$ cat src/rtl/rtc_regs_pkg.sv
// Register map, status bit positions and BCD limits of the RTC bus responder.
package rtc_regs_pkg;

   localparam logic [7:0] ADDR_STATUS = 8'h00;
   localparam logic [7:0] ADDR_SEC    = 8'h21;
   localparam logic [7:0] ADDR_MIN    = 8'h22;
   localparam logic [7:0] ADDR_HOUR   = 8'h23;
   localparam logic [7:0] ADDR_DAY    = 8'h24;
   localparam logic [7:0] ADDR_MONTH  = 8'h25;
   localparam logic [7:0] ADDR_YEAR   = 8'h26;
   localparam logic [7:0] ADDR_WDAY   = 8'h27;
   localparam logic [7:0] ADDR_TSEC   = 8'h41;
   localparam logic [7:0] ADDR_TMIN   = 8'h42;
   localparam logic [7:0] ADDR_THOUR  = 8'h43;

   localparam int unsigned ST_DONE = 0;
   localparam int unsigned ST_TEN  = 1;
   localparam int unsigned ST_IEN  = 2;

   localparam logic [7:0] BCD_MAX_MS = 8'h59;
   localparam logic [7:0] BCD_MAX_HR = 8'h23;

endpackage

$ cat src/rtl/bcd_digit_pair.sv
// Two-digit BCD register with bus load, increment/decrement and wrap carry.
module bcd_digit_pair
   import rtc_regs_pkg::*;
#(
   parameter logic [7:0] LIMIT = BCD_MAX_MS
) (
   input  logic       clk,
   input  logic       reset,
   input  logic       i_load,
   input  logic [7:0] i_load_val,
   input  logic       i_inc,
   input  logic       i_dec,
   output logic [7:0] o_val,
   output logic       o_cy_c
);

   logic [7:0] r_val;
   logic [7:0] w_next;
   logic [3:0] w_lo;
   logic [3:0] w_hi;

   assign w_lo   = r_val[3:0];
   assign w_hi   = r_val[7:4];
   assign o_val  = r_val;
   // Carry on increment past the limit, borrow on decrement below zero.
   assign o_cy_c = (i_inc & (r_val == LIMIT)) | (i_dec & (r_val == 8'h00));

   // Nibble-wise BCD step; out-of-range values simply follow the same rules.
   always_comb begin
      w_next = r_val;
      if (i_inc) begin
         if (r_val == LIMIT)     w_next = 8'h00;
         else if (w_lo == 4'h9)  w_next = {w_hi + 4'd1, 4'h0};
         else                    w_next = {w_hi, w_lo + 4'd1};
      end else if (i_dec) begin
         if (r_val == 8'h00)     w_next = LIMIT;
         else if (w_lo == 4'h0)  w_next = {w_hi - 4'd1, 4'h9};
         else                    w_next = {w_hi, w_lo - 4'd1};
      end
   end

   // Bus load has priority over counting.
   always_ff @(posedge clk) begin
      if (reset)       r_val <= 8'h00;
      else if (i_load) r_val <= i_load_val;
      else             r_val <= w_next;
   end

endmodule

$ cat src/rtl/rtc_bus_responder.sv
// RTC chip model: multiplexed-bus slave, BCD wall clock and countdown timer.
module rtc_bus_responder
   import rtc_regs_pkg::*;
#(
   parameter int unsigned TICK_DIV = 100000000
) (
   input  logic       clk,
   input  logic       reset,
   input  logic       CS,
   input  logic       AD,
   input  logic       RD,
   input  logic       WR,
   input  logic [7:0] DatAdd_in,
   output logic [7:0] DatAdd_out,
   output logic       DatAdd_oe,
   output logic       IRQ
);

   localparam int unsigned   PW         = $clog2(TICK_DIV);
   localparam logic [PW-1:0] PRESC_LAST = PW'(TICK_DIV - 1);

   logic [PW-1:0] r_presc;
   logic          r_tick_pend;
   logic [7:0]    r_addr, r_wr_cap;
   logic          r_wr_prev, r_rd_prev, r_wr_err;
   logic          r_done, r_tim_en, r_irq_en;
   logic [7:0]    r_day, r_month, r_year, r_wday;
   logic [7:0]    r_dout;
   logic          r_oe, r_irq;

   logic       w_wr_ok, w_addr_commit, w_data_commit;
   logic       w_tick, w_tick_any, w_do_tick;
   logic       w_tmr_dec, w_tmr_hit, w_st_wr;
   logic       w_done_nxt, w_tim_en_nxt, w_irq_en_nxt;
   logic       w_rd_start, w_rd_hold;
   logic [7:0] w_rd_data;
   logic [7:0] w_sec, w_min, w_hour, w_tsec, w_tmin, w_thour;
   logic       w_cy_sec, w_cy_min, w_cy_hour, w_cy_tsec, w_cy_tmin, w_cy_thour;
   logic       w_unused_cy;

   // WR rising edge under CS commits, unless RD collided with this strobe.
   assign w_wr_ok       = ~CS & ~r_wr_prev & WR & RD & ~r_wr_err;
   assign w_addr_commit = w_wr_ok & ~AD;
   assign w_data_commit = w_wr_ok & AD;
   assign w_st_wr       = w_data_commit & (r_addr == ADDR_STATUS);

   // A tick that meets a data write waits one cycle so the write wins.
   assign w_tick     = (r_presc == PRESC_LAST);
   assign w_tick_any = w_tick | r_tick_pend;
   assign w_do_tick  = w_tick_any & ~w_data_commit;

   assign w_tmr_dec = w_do_tick & r_tim_en & ((w_tsec | w_tmin | w_thour) != 8'h00);
   assign w_tmr_hit = w_tmr_dec & (w_tsec == 8'h01) & (w_tmin == 8'h00) & (w_thour == 8'h00);

   assign w_done_nxt   = w_st_wr ? (r_done & ~r_wr_cap[ST_DONE]) : (r_done | w_tmr_hit);
   assign w_tim_en_nxt = w_st_wr ? r_wr_cap[ST_TEN] : r_tim_en;
   assign w_irq_en_nxt = w_st_wr ? r_wr_cap[ST_IEN] : r_irq_en;

   assign w_rd_start = ~CS & AD & ~RD & WR & r_rd_prev;
   assign w_rd_hold  = ~CS & ~RD & WR;

   // Hour carry and timer-hour borrow have no consumer.
   assign w_unused_cy = w_cy_hour | w_cy_thour;

   bcd_digit_pair #(.LIMIT(BCD_MAX_MS)) u_sec (
      .clk(clk), .reset(reset), .i_load(w_data_commit & (r_addr == ADDR_SEC)),
      .i_load_val(r_wr_cap), .i_inc(w_do_tick), .i_dec(1'b0), .o_val(w_sec), .o_cy_c(w_cy_sec));
   bcd_digit_pair #(.LIMIT(BCD_MAX_MS)) u_min (
      .clk(clk), .reset(reset), .i_load(w_data_commit & (r_addr == ADDR_MIN)),
      .i_load_val(r_wr_cap), .i_inc(w_cy_sec), .i_dec(1'b0), .o_val(w_min), .o_cy_c(w_cy_min));
   bcd_digit_pair #(.LIMIT(BCD_MAX_HR)) u_hour (
      .clk(clk), .reset(reset), .i_load(w_data_commit & (r_addr == ADDR_HOUR)),
      .i_load_val(r_wr_cap), .i_inc(w_cy_min), .i_dec(1'b0), .o_val(w_hour), .o_cy_c(w_cy_hour));
   bcd_digit_pair #(.LIMIT(BCD_MAX_MS)) u_tsec (
      .clk(clk), .reset(reset), .i_load(w_data_commit & (r_addr == ADDR_TSEC)),
      .i_load_val(r_wr_cap), .i_inc(1'b0), .i_dec(w_tmr_dec), .o_val(w_tsec), .o_cy_c(w_cy_tsec));
   bcd_digit_pair #(.LIMIT(BCD_MAX_MS)) u_tmin (
      .clk(clk), .reset(reset), .i_load(w_data_commit & (r_addr == ADDR_TMIN)),
      .i_load_val(r_wr_cap), .i_inc(1'b0), .i_dec(w_cy_tsec), .o_val(w_tmin), .o_cy_c(w_cy_tmin));
   bcd_digit_pair #(.LIMIT(BCD_MAX_HR)) u_thour (
      .clk(clk), .reset(reset), .i_load(w_data_commit & (r_addr == ADDR_THOUR)),
      .i_load_val(r_wr_cap), .i_inc(1'b0), .i_dec(w_cy_tmin), .o_val(w_thour), .o_cy_c(w_cy_thour));

   // Register file read mux; unmapped addresses read as zero.
   always_comb begin
      w_rd_data = 8'h00;
      case (r_addr)
         ADDR_STATUS: w_rd_data = {5'b00000, r_irq_en, r_tim_en, r_done};
         ADDR_SEC:    w_rd_data = w_sec;
         ADDR_MIN:    w_rd_data = w_min;
         ADDR_HOUR:   w_rd_data = w_hour;
         ADDR_DAY:    w_rd_data = r_day;
         ADDR_MONTH:  w_rd_data = r_month;
         ADDR_YEAR:   w_rd_data = r_year;
         ADDR_WDAY:   w_rd_data = r_wday;
         ADDR_TSEC:   w_rd_data = w_tsec;
         ADDR_TMIN:   w_rd_data = w_tmin;
         ADDR_THOUR:  w_rd_data = w_thour;
         default:     w_rd_data = 8'h00;
      endcase
   end

   // Bus decoder, prescaler, storage-only registers, status and read driver.
   always_ff @(posedge clk) begin
      if (reset) begin
         r_presc     <= '0;
         r_tick_pend <= 1'b0;
         r_addr      <= 8'h00;
         r_wr_cap    <= 8'h00;
         r_wr_prev   <= 1'b1;
         r_rd_prev   <= 1'b1;
         r_wr_err    <= 1'b0;
         r_done      <= 1'b0;
         r_tim_en    <= 1'b0;
         r_irq_en    <= 1'b0;
         r_day       <= 8'h00;
         r_month     <= 8'h00;
         r_year      <= 8'h00;
         r_wday      <= 8'h00;
         r_dout      <= 8'h00;
         r_oe        <= 1'b0;
         r_irq       <= 1'b1;
      end else begin
         r_wr_prev <= WR;
         r_rd_prev <= RD;
         if (~CS & ~WR) r_wr_cap <= DatAdd_in;
         if (~CS & ~WR & ~RD) r_wr_err <= 1'b1;
         else if (WR)         r_wr_err <= 1'b0;

         if (w_addr_commit) r_addr <= r_wr_cap;
         if (w_data_commit) begin
            case (r_addr)
               ADDR_DAY:   r_day   <= r_wr_cap;
               ADDR_MONTH: r_month <= r_wr_cap;
               ADDR_YEAR:  r_year  <= r_wr_cap;
               ADDR_WDAY:  r_wday  <= r_wr_cap;
               default:    ;
            endcase
         end

         if (w_data_commit && (r_addr == ADDR_SEC)) r_presc <= '0;
         else if (w_tick)                           r_presc <= '0;
         else                                       r_presc <= r_presc + PW'(1);
         r_tick_pend <= w_tick_any & w_data_commit;

         r_done   <= w_done_nxt;
         r_tim_en <= w_tim_en_nxt;
         r_irq_en <= w_irq_en_nxt;
         r_irq    <= ~(w_done_nxt & w_irq_en_nxt);

         if (w_rd_start) begin
            r_dout <= w_rd_data;
            r_oe   <= 1'b1;
         end else if (r_oe && !w_rd_hold) begin
            r_dout <= 8'h00;
            r_oe   <= 1'b0;
         end
      end
   end

   assign DatAdd_out = r_dout;
   assign DatAdd_oe  = r_oe;
   assign IRQ        = r_irq;

endmodule

$ cat config.mk
export PLATFORM = sky130hd
export DESIGN_NAME = rtc_bus_responder
export DESIGN_NICKNAME = d
export VERILOG_FILES = /design/src/rtl/rtc_regs_pkg.sv /design/src/rtl/bcd_digit_pair.sv /design/src/rtl/rtc_bus_responder.sv
export SDC_FILE = /design/constraint.sdc
export NUM_CORES = 1
export LEC_CHECK = 0
export CAP_MARGIN = 0
export CORE_UTILIZATION = 50
export DETAILED_ROUTE_END_ITERATION = 6
export PLACE_DENSITY_LB_ADDON = 0.2
export SLEW_MARGIN = 20
export SYNTH_ARGS = -nofsm -noshare
export SYNTH_HDL_FRONTEND = slang
export SYNTH_SLANG_ARGS = --single-unit
$ cat constraint.sdc
create_clock -name clk -period 3 [get_ports clk]
set_input_delay 0.3 -clock clk [delete_from_list [all_inputs] [get_ports clk]]
set_output_delay 0.3 -clock clk [all_outputs]
set_load 0.005 [all_outputs]
==> results of run 1 <==
-- synth_stat cells (3+ instances only) --
cell / instances
sky130_fd_sc_hd__dfxtp_1: 140
sky130_fd_sc_hd__nor2_1: 134
sky130_fd_sc_hd__nand2_1: 106
sky130_fd_sc_hd__o21ai_0: 57
sky130_fd_sc_hd__a21oi_1: 46
sky130_fd_sc_hd__clkbuf_1: 46
sky130_fd_sc_hd__mux2i_1: 43
sky130_fd_sc_hd__nand3_1: 37
sky130_fd_sc_hd__inv_1: 22
sky130_fd_sc_hd__nor3_1: 22
sky130_fd_sc_hd__a311oi_1: 20
sky130_fd_sc_hd__ha_1: 18
sky130_fd_sc_hd__and3_1: 16
sky130_fd_sc_hd__xnor2_1: 16
sky130_fd_sc_hd__or3_1: 15
sky130_fd_sc_hd__a211oi_1: 14
sky130_fd_sc_hd__nor4_1: 14
sky130_fd_sc_hd__xor2_1: 12
sky130_fd_sc_hd__a22oi_1: 11
sky130_fd_sc_hd__nand2b_1: 11
sky130_fd_sc_hd__o22ai_1: 10
sky130_fd_sc_hd__nand3b_1: 8
sky130_fd_sc_hd__a31oi_1: 7
sky130_fd_sc_hd__and2_1: 7
sky130_fd_sc_hd__buf_2: 7
sky130_fd_sc_hd__mux2_2: 7
sky130_fd_sc_hd__nand4_1: 7
sky130_fd_sc_hd__nor3b_1: 7
sky130_fd_sc_hd__nor2b_1: 6
sky130_fd_sc_hd__or4_1: 5
sky130_fd_sc_hd__nor4b_1: 4
sky130_fd_sc_hd__a21o_1: 3
sky130_fd_sc_hd__and3b_1: 3
sky130_fd_sc_hd__and4_1: 3
sky130_fd_sc_hd__buf_1: 3
sky130_fd_sc_hd__nand4b_1: 3
sky130_fd_sc_hd__o211ai_1: 3
sky130_fd_sc_hd__o32ai_1: 3
-- stage by stage --
step / instances / hold WS (ns) / util
after floorplan: 931 / 0.407 / -
after global placement: 1111 / 0.436 / 0.542
after detailed placement: 1111 / 0.440 / 0.542
after CTS: 1143 / 0.406 / 0.581
after global routing: 1143 / 0.440 / 0.581
final: 1143 / 0.412 / 0.581
-- critical path, cell delays in order, from the launching register on --
cell	delay [ns]
sky130_fd_sc_hd__dfxtp_1	0.35
sky130_fd_sc_hd__inv_1	0.11
sky130_fd_sc_hd__ha_1	0.17
sky130_fd_sc_hd__nor3b_1	0.77
sky130_fd_sc_hd__nand3_1	0.42
sky130_fd_sc_hd__nor2_1	0.29
sky130_fd_sc_hd__nand2_1	0.11
sky130_fd_sc_hd__o31ai_1	0.20
sky130_fd_sc_hd__a311oi_1	0.11
-- power breakdown --
part	total [W]	leakage [nW]	internal [W]	switching, W
combinational	0.0000920	1.64	0.0000373	0.0000547
sequential	0.00190	1.13	0.00187	0.0000359
clock	0.00202	0.276	0.00111	0.000908
total	0.00402	3.04	0.00302	0.000999
-- logic make-up (layout without fill, tap and decap cells) --
group / Yosys count / after routing / synth area share
and+or+nand+nor: 421 / 421 / 0.279
AOI/OAI and AO/OA: 194 / 194 / 0.165
DFF: 140 / 140 / 0.377
buffers and inverters: 78 / 106 / 0.0406
muxes: 52 / 52 / 0.0746
xor gates and xnor gates: 28 / 28 / 0.0330
adders and majority gates: 18 / 18 / 0.0303
-- layout make-up --
cell class | count | area (um2) | share of cell area
clock buffers | 18 | 439 | 0.0520
multi-input cells | 713 | 4330 | 0.512
repair buffers | 52 | 445 | 0.0527
inverters | 22 | 82.6 | 0.00977
flip-flops and latches | 140 | 2800 | 0.332
well taps | 184 | 230 | 0.0272
clock inverters | 14 | 123 | 0.0145
-- final timing paths --
path                   start          endpoint  slack, ns  cells after the start
min reg2reg    DatAdd_out[0]     DatAdd_out[0]       0.45                      2
max          u_tmin.o_val[0]  u_thour.o_val[3]       0.32                      8
min                    reset         r_addr[0]       0.41                      2
max reg2reg  u_tmin.o_val[0]  u_thour.o_val[3]       0.32                      8
-- metal layers --
metal | wire, um | GRT usage | vias to the layer above
met5 | 0 | 0 | -
li1 | - | - | 3365
met1 | 9200 | 0.390 | 3255
met2 | 9230 | 0.430 | 206
met4 | 541 | 0.117 | 0
met3 | 1250 | 0.0430 | 43
==> key figures, run 1 <==
Detailed routing
  • Vias: about 6,900
  • Length of the first detailed-routing pass in iterations: 5
  • Per-cell via count in the routed design: 6.01
  • DRC violation count after routing: 0
  • Antenna Nets Post-Route: 0
  • Detailed-route wire length: 20,200 um
  • Post-DR wirelength/cell: between 15 and 20 um
  • Violation count after the first detailed-route iteration: around 700

Pwr
  • Max VDD drop: approximately 0.42 mV
  • Overall power after layout: about 0.004 W
  • Areal power density over the cells: about 480 nW/um2
  • Leakage power total: 3.04 nW

Finish
  • Fraction of final layout cells sized beyond drive strength 1: 0.0865
  • Number of flip-flops in the largest register: 27
  • Register ranked first by flip-flop count: r_presc
  • Count of fill cells added during filler insertion: roughly 1,400
  • Post-layout net count: slightly below 1,000
  • Commonest non-fill, non-tap cell in the layout: sky130_fd_sc_hd__dfxtp_1
  • Most frequent cells in the layout: sky130_fd_sc_hd__dfxtp_1 (140), sky130_fd_sc_hd__nor2_1 (134), sky130_fd_sc_hd__nand2_1 (106)
  • Antenna diode count: 0
  • Area growth from synthesis to layout: 13.8%
  • Final design instance area without fill: ~8500 um2

Timing
  • Max Transition Viols Final: 0
  • Highest clock rate: around 370 MHz
  • Setup repair after global routing missed its margin: no
  • Accumulated negative setup slack: 0 ns
  • Slew Limit Headroom: 0.371
  • Number of endpoints with negative hold slack in the final report: 0
  • Final setup violation count: 0
  • Least-Margin Pin Slew: between 0.9 and 1 ns
  • Tmin final: roughly 2.7 ns
  • Worst Slack Setup Final: 0.324 ns
  • Fraction of the cycle the final worst path needs: 0.892
  • Final setup skew: about 0.010 ns

Yosys
  • Cell accounting for the most synthesized area: sky130_fd_sc_hd__dfxtp_1
  • Share of flip-flops with an asynchronous set or reset after synthesis: 0
  • Flip-flop and latch count after synthesis: between 100 and 150
  • Number of instances in the synthesized netlist: 931
  • Distinct cell type count of the synthesized netlist: 63
  • Number of warnings printed during yosys synthesis: 0
  • Total nets after synthesis: about 960
  • Average footprint of a synthesized cell: 7.98 um2
  • Fraction of synthesized cell area taken by the top area cell type: 0.377
  • Count of flip-flops with a built-in enable after synthesis: 0
  • Post-Synthesis Cell Area: between 7000 and 8000 um2
  • Top cells by area in the synthesized netlist: sky130_fd_sc_hd__dfxtp_1 (38%), sky130_fd_sc_hd__nor2_1 (6.8%), sky130_fd_sc_hd__mux2i_1 (5.8%)
  • Register area share after synthesis: 0.377
  • Main flop type after synthesis: sky130_fd_sc_hd__dfxtp_1

Critical path
  • Worst endpoint data arrival time: slightly below 3 ns
  • Critical Path Fanout Max: 8
  • WS Path Type: flop to flop
  • Req. time, crit path: about 3.3 ns
  • Startpoint Class: flop
  • Critical Path Sink Type: flop

Clock tree
  • CTS-repair resized insts: 0
  • Clock latency at the later pin of the worst-skew pair: about 0.43 ns
  • CTS tree: done
  • Num CTS Buffers: 17
  • Hold buffer count at CTS: 0
  • CTS Root Cell: sky130_fd_sc_hd__clkbuf_16
  • Count of buffers added by post-CTS timing repair for setup: 0
  • CTS H-tree depth: 4
  • Clock tree buffer depth: 2
  • Clock input transition at the sequential cells of the worst setup and hold paths: 0.06 ns
  • Clock sinks: between 100 and 150

Global routing
  • Via count of the first global-routing pass: 6,176
  • Total gr overflow: 0
  • Wire length of the first global-routing pass: 32,600 um
  • Global-route total usage across every layer: 0.280
  • Largest net degree at the start of global routing: about 70
  • Number of antenna violations at the first check in global routing: 0

Die
  • Die Area: around 15,000 um2
  • Die height: around 120 um
  • Starting density of the core: 0.511
  • Die span in x: 124 um
  • Core area: ~15,000 um2
  • Number of placement rows: 44
  • I/O pin count: 24

Place
  • Detailed-placement wirelength estimate: 13,800 um
  • Placed Area: about 8000 um2
  • Port Buf Inserts: 23
  • Setup slack at placement: slightly above 0.04 ns
  • Final weighted congestion of routability-driven global placement: approximately 0.87

Worst hold path
  • Type of the tightest min-delay check: input pin to flop

Flow run
  • Max-capacitance violation count: 0

Run status
  • Result of the run: completed
Note: power is estimated with default switching activity, not from simulation.
==> run 2: changes to the inputs <==
--- a/config.mk
+++ b/config.mk
@@ -5,8 +5,9 @@
 export SDC_FILE = /design/constraint.sdc
 export NUM_CORES = 1
 export LEC_CHECK = 0
-export CAP_MARGIN = 0
-export CORE_UTILIZATION = 50
+export CELL_PAD_IN_SITES_DETAIL_PLACEMENT = 2
+export CELL_PAD_IN_SITES_GLOBAL_PLACEMENT = 2
+export CORE_UTILIZATION = 35
 export DETAILED_ROUTE_END_ITERATION = 6
 export PLACE_DENSITY_LB_ADDON = 0.2
 export SLEW_MARGIN = 20
==> run 2 against run 1 <==
Compared with the run above:
- power increased by 7.0%
- cell area increased by 2.3%
- combinational power increased by 9.8%
- hold slack got worse by 0.055 ns
- sequential share of layout area decreased by 0.73 points
- flip-flop and latch count unchanged
- die area increased by 42%
- register-to-register slack got worse by 0.05 ns
- wire length increased by 39%
- count of clock-buffer cells in the layout decreased by 1
- critical path depth decreased by 1
- critical path type unchanged
==> key figures, run 2 (synthesis gave the netlist of run 1 again) <==
Detailed routing
  • DRC violation count after routing: 0
  • Vias: ~7,200
  • Detailed-route wire length: between 20,000 and 30,000 um
  • Violation count after the first detailed-route iteration: around 330
  • Per-cell via count in the routed design: about 6
  • Length of the first detailed-routing pass in iterations: 5
  • Post-DR wirelength/cell: between 20 and 25 um
  • Antenna Nets Post-Route: 0

Critical path
  • Critical Path Fanout Max: 9
  • Critical Path Slowest Stage Cell: sky130_fd_sc_hd__or3_1
  • Reg2reg setup slack: between 0.2 and 0.3 ns
  • Critical Path Sink Type: flop
  • Req. time, crit path: 3.34 ns
  • Cell breakdown of the critical path: ha_1 > nand3_1 > nor4_4 > a21o_1 > nand4_1 > or3_1 > a311oi_1
  • Crit path max-delay family: simple AND/OR/NAND/NOR gates
  • Worst setup startpoint: r_presc[0]
  • WS Path Type: flop to flop
  • Highest cell delay on the worst timing path: 0.47 ns
  • Source of the worst register-to-register timing path: r_presc[0]
  • Buffering stage count on the worst path with inverters included: 0
  • Worst endpoint data arrival time: roughly 3.1 ns
  • Startpoint Class: flop

Die
  • Die height: 148 um
  • Number of placement rows: 52
  • I/O pin count: 24
  • Die Area: roughly 22,000 um2
  • Die span in x: approximately 150 um
  • Starting density of the core: 0.362
  • Core area: approximately 20,000 um2

Place
  • Port Buf Inserts: 23
  • Detailed-placement wirelength estimate: 20,000 um
  • Final weighted congestion of routability-driven global placement: about 0.82

Clock tree
  • Clock sinks: 140
  • CTS tree: done
  • Clock input transition at the sequential cells of the worst setup and hold paths: around 0.070 ns
  • CTS-repair resized insts: 0
  • CTS Root Cell: sky130_fd_sc_hd__clkbuf_16
  • Clock tree buffer depth: 2
  • Clock latency at the later pin of the worst-skew pair: about 0.43 ns
  • Count of buffers added by post-CTS timing repair for setup: 0
  • CTS H-tree depth: 4
  • Num CTS Buffers: 17
  • Hold buffer count at CTS: 0

Timing
  • Highest clock rate: about 370 MHz
  • Accumulated negative setup slack: 0 ns
  • Fraction of the cycle the final worst path needs: 0.908
  • Least-Margin Pin Slew: roughly 0.99 ns
  • Final setup skew: between 0.01 and 0.015 ns
  • Final setup violation count: 0
  • Number of endpoints with negative hold slack in the final report: 0
  • Setup repair after global routing missed its margin: no
  • Max Transition Viols Final: 0
  • Tmin final: roughly 2.7 ns
  • Slew Limit Headroom: 0.338
  • Worst hold slack: between 0.3 and 0.4 ns

Finish
  • Fraction of final layout cells sized beyond drive strength 1: 0.0875
  • Most frequent cells in the layout: sky130_fd_sc_hd__dfxtp_1 (140), sky130_fd_sc_hd__nor2_1 (134), sky130_fd_sc_hd__nand2_1 (106)
  • Commonest non-fill, non-tap cell in the layout: sky130_fd_sc_hd__dfxtp_1
  • Post-layout net count: just under 1,000
  • Register ranked first by flip-flop count: r_presc
  • Antenna diode count: 0
  • Area growth from synthesis to layout: 16.3%
  • Count of fill cells added during filler insertion: approximately 2,300
  • Number of flip-flops in the largest register: 27

Global routing
  • Largest net degree at the start of global routing: 57
  • Global-route total usage across every layer: 0.267
  • Wire length of the first global-routing pass: 44,600 um
  • Number of antenna violations at the first check in global routing: 0
  • Via count of the first global-routing pass: between 7,000 and 8,000
  • Total gr overflow: 0

Run status
  • Result of the run: completed

Pwr
  • Leakage power total: just over 3 nW
  • Max VDD drop: between 0.3 and 0.4 mV
  • Areal power density over the cells: about 500 nW/um2
  • Overall power after layout: around 0.0043 W

Worst hold path
  • Type of the tightest min-delay check: input pin to flop
  • Critical hold path startpoint: reset

Flow run
  • Max-capacitance violation count: 0
-- run 2: cell type report --
class	count	area [um2]	share of cell area
Clock buffer	17	425	0.0492
Clock inverter	15	199	0.0230
Inverter	22	82.6	0.00956
Multi-Input combinational cell	713	4330	0.501
Sequential cell	140	2800	0.324
Tap cell	270	338	0.0391
Timing Repair Buffer	53	465	0.0539
-- run 2: routing by layer --
layer | share of wire | wire [um] | track usage
met5 | 0 | 0 | 0
met4 | 0.027 | 770 | 0.0974
met3 | 0.032 | 893 | 0.0429
met2 | 0.48 | 13500 | 0.451
met1 | 0.46 | 12900 | 0.342
-- run 2: stage by stage --
stage | std cells | utilization | cell area (um2) | worst slack (ns)
after floorplan | 931 | - | 7430 | 0.737
after global placement | 1198 | 0.391 | 8010 | 0.298
after detailed placement | 1198 | 0.391 | 8010 | 0.0964
after CTS | 1230 | 0.421 | 8640 | 0.173
after global routing | 1230 | 0.422 | 8640 | 0.0441
final | 1230 | 0.422 | 8640 | 0.276
-- run 2: worst paths after layout --
kind                     endpoint  cells after the start
hold reg to reg     DatAdd_out[6]                      2
setup reg to reg  u_hour.o_val[7]                      7
setup / recovery  u_hour.o_val[7]                      7
hold / removal             r_done                      2
-- run 2: where the power goes --
group | internal, W | switching [W]
Sequential | 0.00187 | 0.0000395
Clock | 0.00134 | 0.000950
Combinational | 0.0000379 | 0.0000630
Total | 0.00325 | 0.00105
-- run 2: worst register-to-register path, delay by kind of cell (launching register included) --
kind | cells | cell delay [ns]
flops | 1 | 0.38
compound gates | 2 | 0.69
simple gates | 4 | 1.36
fa+ha+maj | 1 | 0.22
==> run 3: changes to the inputs <==
--- a/config.mk
+++ b/config.mk
@@ -7,7 +7,8 @@
 export LEC_CHECK = 0
 export CELL_PAD_IN_SITES_DETAIL_PLACEMENT = 2
 export CELL_PAD_IN_SITES_GLOBAL_PLACEMENT = 2
-export CORE_UTILIZATION = 35
+export CORE_UTILIZATION = 30
+export CTS_BUF_LIST = sky130_fd_sc_hd__clkbuf_16
 export DETAILED_ROUTE_END_ITERATION = 6
 export PLACE_DENSITY_LB_ADDON = 0.2
 export SLEW_MARGIN = 20
==> run 3 against run 2 <==
Compared with the run above:
- fmax is 0.46% higher
- register-to-register slack about the same
- cell area increased by 1.3%
==> key figures, run 3 (synthesis gave the netlist of run 1 again) <==
Place
  • Detailed-placement wirelength estimate: about 19,000 um
  • Final weighted congestion of routability-driven global placement: around 0.8
  • Placed insts: around 1,300
  • Port Buf Inserts: 23
  • Setup slack at placement: ~0.23 ns

Critical path
  • WS Path Type: flop to flop
  • Source of the worst register-to-register timing path: r_presc[0]
  • Highest cell delay on the worst timing path: between 0.5 and 0.6 ns
  • Startpoint Class: flop
  • Critical Path Slowest Stage Cell: sky130_fd_sc_hd__or4_1
  • Critical Path Fanout Max: 9
  • Cell breakdown of the critical path: ha_1 > nand3_1 > nor4_4 > a21o_1 > nand4_1 > or4_1 > a31oi_1
  • Critical Path Sink Type: flop
  • Worst endpoint data arrival time: roughly 3 ns
  • Register-to-Register Path Depth: 7
  • Reg2Reg Capture Point: u_hour.o_val[6]
  • Worst setup startpoint: r_presc[0]
  • Req. time, crit path: between 3 and 4 ns
  • Reg2reg setup slack: about 0.29 ns

Global routing
  • Global-route total usage across every layer: 0.219
  • Number of antenna violations at the first check in global routing: 0
  • Total gr overflow: 0
  • Via count of the first global-routing pass: roughly 7,600
  • Wire length of the first global-routing pass: between 40,000 and 50,000 um
  • Largest net degree at the start of global routing: 36

Run status
  • Result of the run: completed

Die
  • Die height: 159 um
  • Die Area: about 25,000 um2
  • I/O pin count: 24
  • Die span in x: between 150 and 200 um
  • Number of placement rows: 57
  • Core area: 24,300 um2
  • Starting density of the core: 0.305

Detailed routing
  • Length of the first detailed-routing pass in iterations: 4
  • Detailed-route wire length: ~27,000 um
  • Vias: approximately 7,000
  • Antenna Nets Post-Route: 0
  • DRC violation count after routing: 0
  • Post-DR wirelength/cell: roughly 21 um
  • Per-cell via count in the routed design: 5.43
  • Violation count after the first detailed-route iteration: between 200 and 300

Clock tree
  • CTS H-tree depth: 4
  • CTS tree: done
  • Count of buffers added by post-CTS timing repair for setup: 0
  • Hold buffer count at CTS: 0
  • CTS-repair resized insts: 0
  • CTS Root Cell: sky130_fd_sc_hd__clkbuf_16
  • Clock input transition at the sequential cells of the worst setup and hold paths: approximately 0.08 ns
  • Clock latency at the later pin of the worst-skew pair: about 0.44 ns
  • Clock sinks: 140
  • Num CTS Buffers: 17
  • Clock tree buffer depth: 2

Worst hold path
  • Cell count of the worst hold path: 2
  • Worst min-delay path endpoint: r_day[5]
  • Type of the tightest min-delay check: input pin to flop
  • Critical hold path startpoint: reset

Pwr
  • Max VDD drop: 0.321 mV
  • Leakage power total: 3.13 nW
  • Areal power density over the cells: 472 nW/um2

Finish
  • Most frequent cells in the layout: sky130_fd_sc_hd__dfxtp_1 (140), sky130_fd_sc_hd__nor2_1 (134), sky130_fd_sc_hd__nand2_1 (106)
  • Antenna diode count: 0
  • Count of fill cells added during filler insertion: ~2,700
  • Post-layout net count: 994
  • Area of combinational cells with multiple inputs: ~4300 um2
  • FF+latch area: about 2800 um2
  • Commonest non-fill, non-tap cell in the layout: sky130_fd_sc_hd__dfxtp_1
  • Area growth from synthesis to layout: 17.9%
  • Number of flip-flops in the largest register: 27
  • Non-filler instance count after layout: around 1,300
  • Register ranked first by flip-flop count: r_presc
  • Fraction of final layout cells sized beyond drive strength 1: 0.101

Timing
  • Final setup violation count: 0
  • Max Transition Viols Final: 0
  • Accumulated negative setup slack: 0 ns
  • Number of endpoints with negative hold slack in the final report: 0
  • Slew Limit Headroom: 0.321
  • Worst Slack Setup Final: between 0.2 and 0.3 ns
  • Tmin final: between 2 and 3 ns
  • Highest clock rate: between 300 and 400 MHz
  • Least-Margin Pin Slew: just over 1 ns
  • Setup repair after global routing missed its margin: no
  • Final setup skew: about 0.014 ns
  • Fraction of the cycle the final worst path needs: 0.904

Flow run
  • Max-capacitance violation count: 0
## run 3: changes by cell type in the layout (fill, tap and decap cells not counted), sizes merged
cell      change
buf          +15
bufinv        -3
inv           +1
clkinvlp      -1
clkinv        +3
## run 3: per-stage QoR
stage	instance area (um2)	hold slack (ns)	total power [W]	util
2_1_floorplan	7430	0.407	0.00198	-
3_3_place_gp	8180	0.439	0.00205	0.336
3_5_place_dp	8180	0.449	0.00205	0.336
4_1_cts	8750	0.264	0.00420	0.360
5_1_grt	8750	0.289	0.00425	0.360
6_report	8750	0.287	0.00413	0.360
## run 3: layout make-up
class	instances	share of cell area
multi-input cells	713	0.494
flip-flops and latches	140	0.320
repair buffers	68	0.0646
clock buffers	17	0.0486
well taps	324	0.0463
clock inverters	15	0.0172
inverters	22	0.00943
## run 3: how the worst max path moves through the flow
stage | to | slack, ns
global placement | u_min.o_val[7] | 0.29
detailed placement | u_min.o_val[7] | 0.23
global route | u_tmin.o_val[3] | 0.1
floorplan | u_tmin.o_val[2] | 0.74
finish | u_hour.o_val[6] | 0.29
CTS | u_min.o_val[7] | 0.30
## run 3: metal layers
| metal | vias to the layer above | global-route usage | wire [um] |
|---|---|---|---|
| met5 | - | 0 | 0 |
| met2 | 89 | 0.374 | 13100 |
| met3 | 24 | 0.0292 | 898 |
| met1 | 3564 | 0.288 | 12800 |
| met4 | 0 | 0.0634 | 341 |
| li1 | 3383 | - | - |
## run 3: report_power, final
part / switching, W / leakage [nW] / internal [W]
registers: 0.0000382 / 1.13 / 0.00187
clock network: 0.00102 / 0.278 / 0.00111
logic: 0.0000638 / 1.72 / 0.0000394
## run 3: worst max-delay path: cells and delay by family (launching register included)
kind | cells | cell delay (ns)
adder cells (fa/ha/maj) | 1 | 0.24
flip-flops | 1 | 0.38
AO/OA/AOI/OAI | 2 | 0.59
AND/OR/NAND/NOR | 4 | 1.43
